## src/rtl/adder_arbiter.sv

```systemverilog
// -----------------------------------------------------------------------------
// adder_arbiter
//   Round-robin arbiter that shares one external add/sub unit between N_REQ
//   requesters. A granted request is issued to the unit on the next cycle.
//   Its result comes back LATENCY cycles later and is returned to the
//   originating requester as a one-hot response strobe.
//
// Parameters
//   WIDTH    operand width per requester
//   N_REQ    number of requesters (2..8)
//   LATENCY  pipeline depth of the shared unit (1..4)
//   EXTEND   1 = sign-extend operands by one bit before issue
//
// Ports
//   clk, reset          clock, synchronous active-high reset
//   hold                suppress new grants; in-flight work still completes
//   req_valid/req_sub   per-requester request and op select (1 = a-b)
//   req_a/req_b         packed operands, requester i at [i*WIDTH +: WIDTH]
//   req_ready           combinational one-hot grant
//   dev_a/dev_b/dev_sub registered operands and op select to the shared unit
//   dev_valid           registered issue strobe
//   dev_result          unit result, valid LATENCY cycles after dev_valid
//   rsp_valid/rsp_data  registered one-hot response strobe and shared data
//   idle                nothing in flight and no response this cycle
// -----------------------------------------------------------------------------
module adder_arbiter #(
  parameter  int WIDTH   = 16,
  parameter  int N_REQ   = 4,
  parameter  int LATENCY = 1,
  parameter  int EXTEND  = 0,
  localparam int RW      = WIDTH + EXTEND,
  localparam int IW      = (N_REQ > 1) ? $clog2(N_REQ) : 1
) (
  input  logic                   clk,
  input  logic                   reset,
  input  logic                   hold,
  input  logic [N_REQ-1:0]       req_valid,
  input  logic [N_REQ-1:0]       req_sub,
  input  logic [N_REQ*WIDTH-1:0] req_a,
  input  logic [N_REQ*WIDTH-1:0] req_b,
  output logic [N_REQ-1:0]       req_ready,
  output logic [RW-1:0]          dev_a,
  output logic [RW-1:0]          dev_b,
  output logic                   dev_sub,
  output logic                   dev_valid,
  input  logic [RW-1:0]          dev_result,
  output logic [N_REQ-1:0]       rsp_valid,
  output logic [RW-1:0]          rsp_data,
  output logic                   idle
);

  // Arbitration state and grant decode
  logic [IW-1:0]    r_ptr;
  logic [IW:0]      w_sum;
  logic [IW:0]      w_wrap;
  logic [IW-1:0]    w_cand;
  logic [IW-1:0]    w_grant_idx;
  logic             w_hit;
  logic             w_found;
  logic             w_xfer;
  logic [N_REQ-1:0] w_grant;

  // Operand path
  logic [WIDTH-1:0] w_sel_a;
  logic [WIDTH-1:0] w_sel_b;
  logic             w_sel_sub;
  logic [RW-1:0]    w_ext_a;
  logic [RW-1:0]    w_ext_b;
  logic [RW-1:0]    r_dev_a;
  logic [RW-1:0]    r_dev_b;
  logic             r_dev_sub;

  // Tag pipeline: stage 0 lines up with dev_valid, stage LATENCY with dev_result
  logic [LATENCY:0] r_tag_v;
  logic [IW-1:0]    r_tag_idx [0:LATENCY];

  // Response path
  logic [N_REQ-1:0] w_rsp_hot;
  logic [N_REQ-1:0] r_rsp_valid;
  logic [RW-1:0]    r_rsp_data;
  logic             r_idle;

  // Round-robin search: candidates ptr+1, ptr+2, ... wrapping, ptr itself last
  always_comb begin
    w_found     = 1'b0;
    w_grant_idx = '0;
    w_sum       = '0;
    w_wrap      = '0;
    w_cand      = '0;
    w_hit       = 1'b0;
    for (int k = 1; k <= N_REQ; k++) begin
      w_sum       = {1'b0, r_ptr} + (IW+1)'(k);
      w_wrap      = (w_sum >= (IW+1)'(N_REQ)) ? (w_sum - (IW+1)'(N_REQ)) : w_sum;
      w_cand      = w_wrap[IW-1:0];
      w_hit       = req_valid[w_cand] & ~w_found;
      w_grant_idx = w_hit ? w_cand : w_grant_idx;
      w_found     = w_found | w_hit;
    end
    // Reset suppresses the grant so nothing transfers on a reset edge
    w_xfer               = w_found & ~hold & ~reset;
    w_grant              = '0;
    w_grant[w_grant_idx] = w_xfer;
  end

  assign req_ready = w_grant;

  // AND-OR mux of the granted requester's operands (w_grant is one-hot or zero)
  always_comb begin
    w_sel_a   = '0;
    w_sel_b   = '0;
    w_sel_sub = 1'b0;
    for (int i = 0; i < N_REQ; i++) begin
      w_sel_a   = w_sel_a | (req_a[i*WIDTH +: WIDTH] & {WIDTH{w_grant[i]}});
      w_sel_b   = w_sel_b | (req_b[i*WIDTH +: WIDTH] & {WIDTH{w_grant[i]}});
      w_sel_sub = w_sel_sub | (req_sub[i] & w_grant[i]);
    end
  end

  if (EXTEND == 1) begin : g_ext
    assign w_ext_a = {w_sel_a[WIDTH-1], w_sel_a};
    assign w_ext_b = {w_sel_b[WIDTH-1], w_sel_b};
  end else begin : g_noext
    assign w_ext_a = w_sel_a;
    assign w_ext_b = w_sel_b;
  end

  // Round-robin pointer: remembers the last granted requester
  always_ff @(posedge clk) begin
    if (reset) begin
      r_ptr <= IW'(N_REQ - 1);
    end else if (w_xfer) begin
      r_ptr <= w_grant_idx;
    end else begin
      r_ptr <= r_ptr;
    end
  end

  // Issue registers: operands load on transfer and otherwise hold
  always_ff @(posedge clk) begin
    if (reset) begin
      r_dev_a   <= '0;
      r_dev_b   <= '0;
      r_dev_sub <= 1'b0;
    end else if (w_xfer) begin
      r_dev_a   <= w_ext_a;
      r_dev_b   <= w_ext_b;
      r_dev_sub <= w_sel_sub;
    end else begin
      r_dev_a   <= r_dev_a;
      r_dev_b   <= r_dev_b;
      r_dev_sub <= r_dev_sub;
    end
  end

  // Tag pipeline carrying (valid, requester index) alongside the unit
  always_ff @(posedge clk) begin
    if (reset) begin
      r_tag_v <= '0;
      for (int k = 0; k <= LATENCY; k++) begin
        r_tag_idx[k] <= '0;
      end
    end else begin
      r_tag_v[0]   <= w_xfer;
      r_tag_idx[0] <= w_grant_idx;
      for (int k = 1; k <= LATENCY; k++) begin
        r_tag_v[k]   <= r_tag_v[k-1];
        r_tag_idx[k] <= r_tag_idx[k-1];
      end
    end
  end

  assign w_rsp_hot = {{(N_REQ-1){1'b0}}, 1'b1} << r_tag_idx[LATENCY];

  // Response capture: dev_result is only sampled when a valid tag exits
  always_ff @(posedge clk) begin
    if (reset) begin
      r_rsp_valid <= '0;
      r_rsp_data  <= '0;
    end else if (r_tag_v[LATENCY]) begin
      r_rsp_valid <= w_rsp_hot;
      r_rsp_data  <= dev_result;
    end else begin
      r_rsp_valid <= '0;
      r_rsp_data  <= r_rsp_data;
    end
  end

  // Idle flag: next-cycle tags are {tags shifted, w_xfer} and next rsp_valid
  // is the last tag stage, so their union is w_xfer | any current tag
  always_ff @(posedge clk) begin
    if (reset) begin
      r_idle <= 1'b1;
    end else begin
      r_idle <= ~(w_xfer | (|r_tag_v));
    end
  end

  assign dev_a     = r_dev_a;
  assign dev_b     = r_dev_b;
  assign dev_sub   = r_dev_sub;
  assign dev_valid = r_tag_v[0];
  assign rsp_valid = r_rsp_valid;
  assign rsp_data  = r_rsp_data;
  assign idle      = r_idle;

endmodule

```

## config.mk

```make
export PLATFORM = sky130hd
export DESIGN_NAME = adder_arbiter
export DESIGN_NICKNAME = d
export VERILOG_FILES = /design/src/rtl/adder_arbiter.sv
export SDC_FILE = /design/constraint.sdc
export NUM_CORES = 1
export LEC_CHECK = 0
export CAP_MARGIN = 20
export CORE_ASPECT_RATIO = 1.4
export CORE_MARGIN = 2
export CORE_UTILIZATION = 41
export DETAILED_ROUTE_END_ITERATION = 16
export PLACE_DENSITY = 0.85
export RECOVER_POWER = 100
export SLEW_MARGIN = 20
export SYNTH_ARGS = -nofsm -noshare
export SYNTH_HDL_FRONTEND = slang
export SYNTH_SLANG_ARGS = --single-unit
```

## constraint.sdc

```tcl
create_clock -name clk -period 3.36 [get_ports clk]
set_input_delay 0.504 -clock clk [delete_from_list [all_inputs] [get_ports clk]]
set_output_delay 0.504 -clock clk [all_outputs]
set_load 0.005 [all_outputs]
```

# After elaboration in Yosys (flattened, before gate mapping)
# Memories as Yosys holds them, arrays and structs flattened.
# Index checks and enable logic that the tools add are counted.
# Widths: inputs -> output; s select.
dict set report totals {
  register_bits 58
  mem_bits_rw 4
  out_inout_bits 59
  n_memories 1
}
# name depth width read_ports rd_clocked_by_memory_dff write_ports line_no
set memory_table {}
lappend memory_table {r_tag_idx 2 2 2 0 2 75} ;# logic [IW-1:0] r_tag_idx [0:LATENCY];
dict set report op_classes {
  n_addsub 8
  magnitude_cmp 10
  shift 1
  muxes 23
  n_bitwise 40
  n_reduce_logical 3
}
# cell count
set op_table {}
lappend op_table {{$and 16x16->16} 8}
lappend op_table {{$or 16x16->16} 6}
lappend op_table {{$mux 2} 10}
lappend op_table {{$lt 2x3->1 const B} 5}
lappend op_table {{$ge 3x3->1 const B} 4}
lappend op_table {{$and 1x1->1} 9}
lappend op_table {{$or 1x1->1} 9}
lappend op_table {{$bmux 1 s2} 4}
lappend op_table {{$mux 1} 8}
lappend op_table {{$sub 2x1->2 const B} 4}
lappend op_table {{$not 1->1} 7}
lappend op_table {{$add 2x2->3 const B} 2}
lappend op_table {{$and 4x4->4} 1}
lappend op_table {{$reduce_or 2->1} 2}
lappend op_table {{$shl 1x2->4 const A} 1}
lappend op_table {{$add 2x1->3 const B} 1}
lappend op_table {{$add 2x3->3 const B} 1}
lappend op_table {{$demux 1 s2} 1}
lappend op_table {{$ge 2x1->1 const B} 1}
lappend op_table {{$logic_and 1x1->1} 1}

# Logic depth before layout (Yosys ltp)
dict set report logic_depth {
  ltp_word 23
  ltp_mapped 8
  ltp_nobuf 5
}

# Worst setup path after synthesis
# No wires, ideal clock.
dict set report synth_path {
  kind {input-to-output}
  from {in req_valid[0]}
  to {out req_ready[3]}
  arrival_time_ps 1733
  t_required_ps 2856
  path_slack_ps 1123
  cell_stages 6
  n_path_buf 2
  path_cell_list {or3_1 -> buf_2 -> a311oi_4 -> buf_6 -> nand2_1 -> inv_1}
}
dict set report synth_via {
  elab_chain_len 16
  elab_cells_between_ends 29
  classes_between {order compare (2); mux (14); bitwise (12); reduce/logical (1)}
}
# element line_no
set synth_lines {}
lappend synth_lines {{start: declaration} 37} ;# input logic [N_REQ-1:0] req_valid,
lappend synth_lines {{$bmux 1 s2} 95} ;# w_hit = req_valid[w_cand] & ~w_found;
lappend synth_lines {{$mux 1 (not written as such)} 95}
lappend synth_lines {{$not 1->1} 95}
lappend synth_lines {{$and 1x1->1} 95}
lappend synth_lines {{$or 1x1->1} 97} ;# w_found = w_found | w_hit;
lappend synth_lines {{$not 1->1} 95}
lappend synth_lines {{$and 1x1->1} 95}
lappend synth_lines {{$or 1x1->1} 97}
lappend synth_lines {{$not 1->1} 95}
lappend synth_lines {{$and 1x1->1} 95}
lappend synth_lines {{$mux 2} 96} ;# w_grant_idx = w_hit ? w_cand : w_grant_idx;
lappend synth_lines {{$lt 2x3->1 (not written as such) or $ge 2x1->1 (tied branches)} 102} ;# w_grant[w_grant_idx] = w_xfer;
lappend synth_lines {{$logic_and 1x1->1 (not written as such)} 102}
lappend synth_lines {{$mux 1 (not written as such)} 102}
lappend synth_lines {{$demux 1 s2} 102}
lappend synth_lines {{$and 4x4->4 (no source line) *} -}
lappend synth_lines {{end: declaration} 41} ;# output logic [N_REQ-1:0] req_ready,
# Every way passes the cells marked *; elsewhere a longest branch is shown, timed or not. The select of a mux whose other input is x is not followed.

# Worst setup path after layout
dict set report layout_path {
  from {in req_valid[3]}
  to {out req_ready[1]}
}
# The elaborated chain is that of the path after synthesis.

==> impl_metrics.yaml <==
logic_synthesis:
  synth_cell_types: 40
  synth_area_per_cell_um2: 7.93
  async_reset_ff_share_pct: 0
  syn_nets: 611
  synth-edff-count: 0
  synth_seq_area_share_pct: 34.3
  ys_ff_latch: 62
  synth_flop_cell: "dfxtp_1"
  synth_warnings: 0
  syn_inst: 456
  syn_area_mm2: 0.00362
finish:
  antennaDiodeCount: 0
  layout_commonest_cell: "clkdlybuf4s50_1"
  final_cell_mix: "156 x clkdlybuf4s50_1, 67 x nand3_1, 62 x dfxtp_1"
  syn_to_final_growth_pct: 68.3
  drive_above_1_share_pct: 7.16
  fin_nets: 807
  fillers: 655
  final_cells: 761
  finalInstanceArea_mm2: 0.00609
clock_network:
  clkSlewWorstSetupHoldPaths_ns: 0.05
  cts_tree: "yes"
  cts_root_buffer: "clkbuf_16"
  insertion_delay_ns: 0.33
  postCtsSetupBuffers: 0
  cts_max_path_buffers: 2
  cts_sinks: 62
  cts.repair.resized: 0
  hold_buffers: 0
  cts_made_buffers: 9
  htreeDepth: 3
route:
  drt-pass1-iter-count: 5
  wire_per_inst_um: 16.6
  final_antenna_net_count: 0
  finalWirelength_um: 12700
  drcViolationCount: 0
  vias_per_cell: 5.63
  drtIter0Drc: 271
  vias: 4281
status:
  status: "complete, no violations"
critical_path:
  worst_ep_required_time_ns: 2.86
  critPathKind: "primary input to output pin"
  reg2reg_depth: 6
  crit_arrival_ns: 2.75
  path_max_fanout: 8
  start_kind: "primary input"
  end_kind: "output pin"
sta:
  tns_ns: 0
  hold_violations: 0
  setup_viol: 0
  max-slew-margin-rel_pct: 7.84
  period_needed_ns: 3.25
  fmaxAchievable_mhz: 308
  layout_worst_path_cycle_share_pct: 96.7
  slew_violations: 0
  fin_ws_ns: 0.111
  grt_setup_unrepaired: "false"
  finalClockSkew_ns: 0.00733
  worst_pin_slew_ns: 1.38
  hold_slack_ns: 0.437
place:
  placed_area_mm2: 0.00578
  gp_congestion: 0.865
  dpl.hpwl_um: 9090
  placedCellCount: 746
  dpl_worst_slack_ns: 0.134
  portBuffers: 213
die:
  dieArea_mm2: 0.00960
  fp.dieW_um: 83.4
  rows: 40
  ios: 214
  start_util_pct: 42.3
  core_area_mm2: 0.00856
  fp.dieH_um: 115
power_and_ir_drop:
  power_leakage_nw: 2.55
  pwr_density_cell_mw_per_mm2: 407
  vdd_drop_max_uv: 282
global_routing:
  antenna_found_initial: 0
  grt_use_total_pct: 25.4
  grt_max_degree: 56
  grt_pass1_wl_um: 19800
  grt_pass1_vias: 4306
  grt.overflow.total: 0
min_path:
  min_path_type: "flop to flop"
  whs_path_depth: 1
run:
  cap_violations: 0
layout make-up:
cell class | instances | area [um2] | share of cell area (%)
clock buffers | 10 | 239 | 3.93
clock inverters | 5 | 83.8 | 1.38
inverters | 48 | 180 | 2.96
multi-input cells | 302 | 1970 | 32.4
flip-flops and latches | 62 | 1240 | 20.4
well taps | 105 | 131 | 2.16
repair buffers | 229 | 2240 | 36.8
cells in the mapped netlist, drive strengths merged (16+ instances only):
cell type | count | area share (%)
mux2i | 16 | 4.4
a31oi | 21 | 3.6
nor2 | 23 | 2.4
inv | 48 | 5.0
a21oi | 20 | 2.8
clkbuf | 23 | 2.4
and4 | 19 | 4.6
dfxtp | 62 | 34
nand3 | 67 | 9.3
nand2 | 17 | 1.8
buf | 21 | 3.7
o21ai | 20 | 2.8
where the power goes:
| group | leakage [nW] | switching [mW] | total, mW | internal [mW] |
|---|---|---|---|---|
| logic | 1.89 | 0.266 | 0.633 | 0.367 |
| clock network | 0.151 | 0.338 | 1.00 | 0.666 |
| registers | 0.511 | 0.0396 | 0.842 | 0.802 |
| total | 2.55 | 0.644 | 2.48 | 1.84 |
final timing paths:
| path | start | endpoint | slack [ns] |
|---|---|---|---|
| min reg2reg | r_tag_idx[0][0] | r_tag_idx[0][2] | 0.44 |
| min | r_tag_idx[0][0] | r_tag_idx[0][2] | 0.44 |
| max | req_valid[3] | req_ready[1] | 0.11 |
| max reg2reg | r_ptr[1] | dev_a[11] | 0.67 |
metrics by stage:
step | power (mW) | util, %
after detailed placement | 1.51 | 67.5
after global routing | 2.58 | 71.1
after global placement | 1.49 | 67.5
final | 2.48 | 71.1
after CTS | 2.52 | 71.3
after floorplan | 1.14 | -
flip-flops by register name, indices dropped and copies added (netlist names):
signal and flops:
r_tag_v 2, dev_b 16, rsp_data 16, r_tag_idx 4, dev_a 16, idle 1, dev_sub 1, r_ptr 2
rsp_valid 4
per-layer routing:
layer  global-route usage (%)  routed length (um)
met4                     13.3                 392
met3                     5.03                 832
met5                        0                   0
met1                     26.4                4670
met2                     48.1                6770
critical path: stages:
cell and delay [ns]:
clkdlybuf4s50_1 0.62, nor2_1 0.09, or3_1 0.38, a311oi_4 0.43, and2_1 0.19, clkdlybuf4s50_1 0.54
cells by family (layout without fill, tap and decap cells):
kind of cell | after synthesis | in the layout | synth area share [%]
mux | 30 | 30 | 8.79
compound gates | 126 | 126 | 24.3
flops | 62 | 62 | 34.3
buf+inv | 92 | 292 | 11.0
simple gates | 146 | 146 | 21.6
Note: power is estimated with default switching activity, not from simulation.
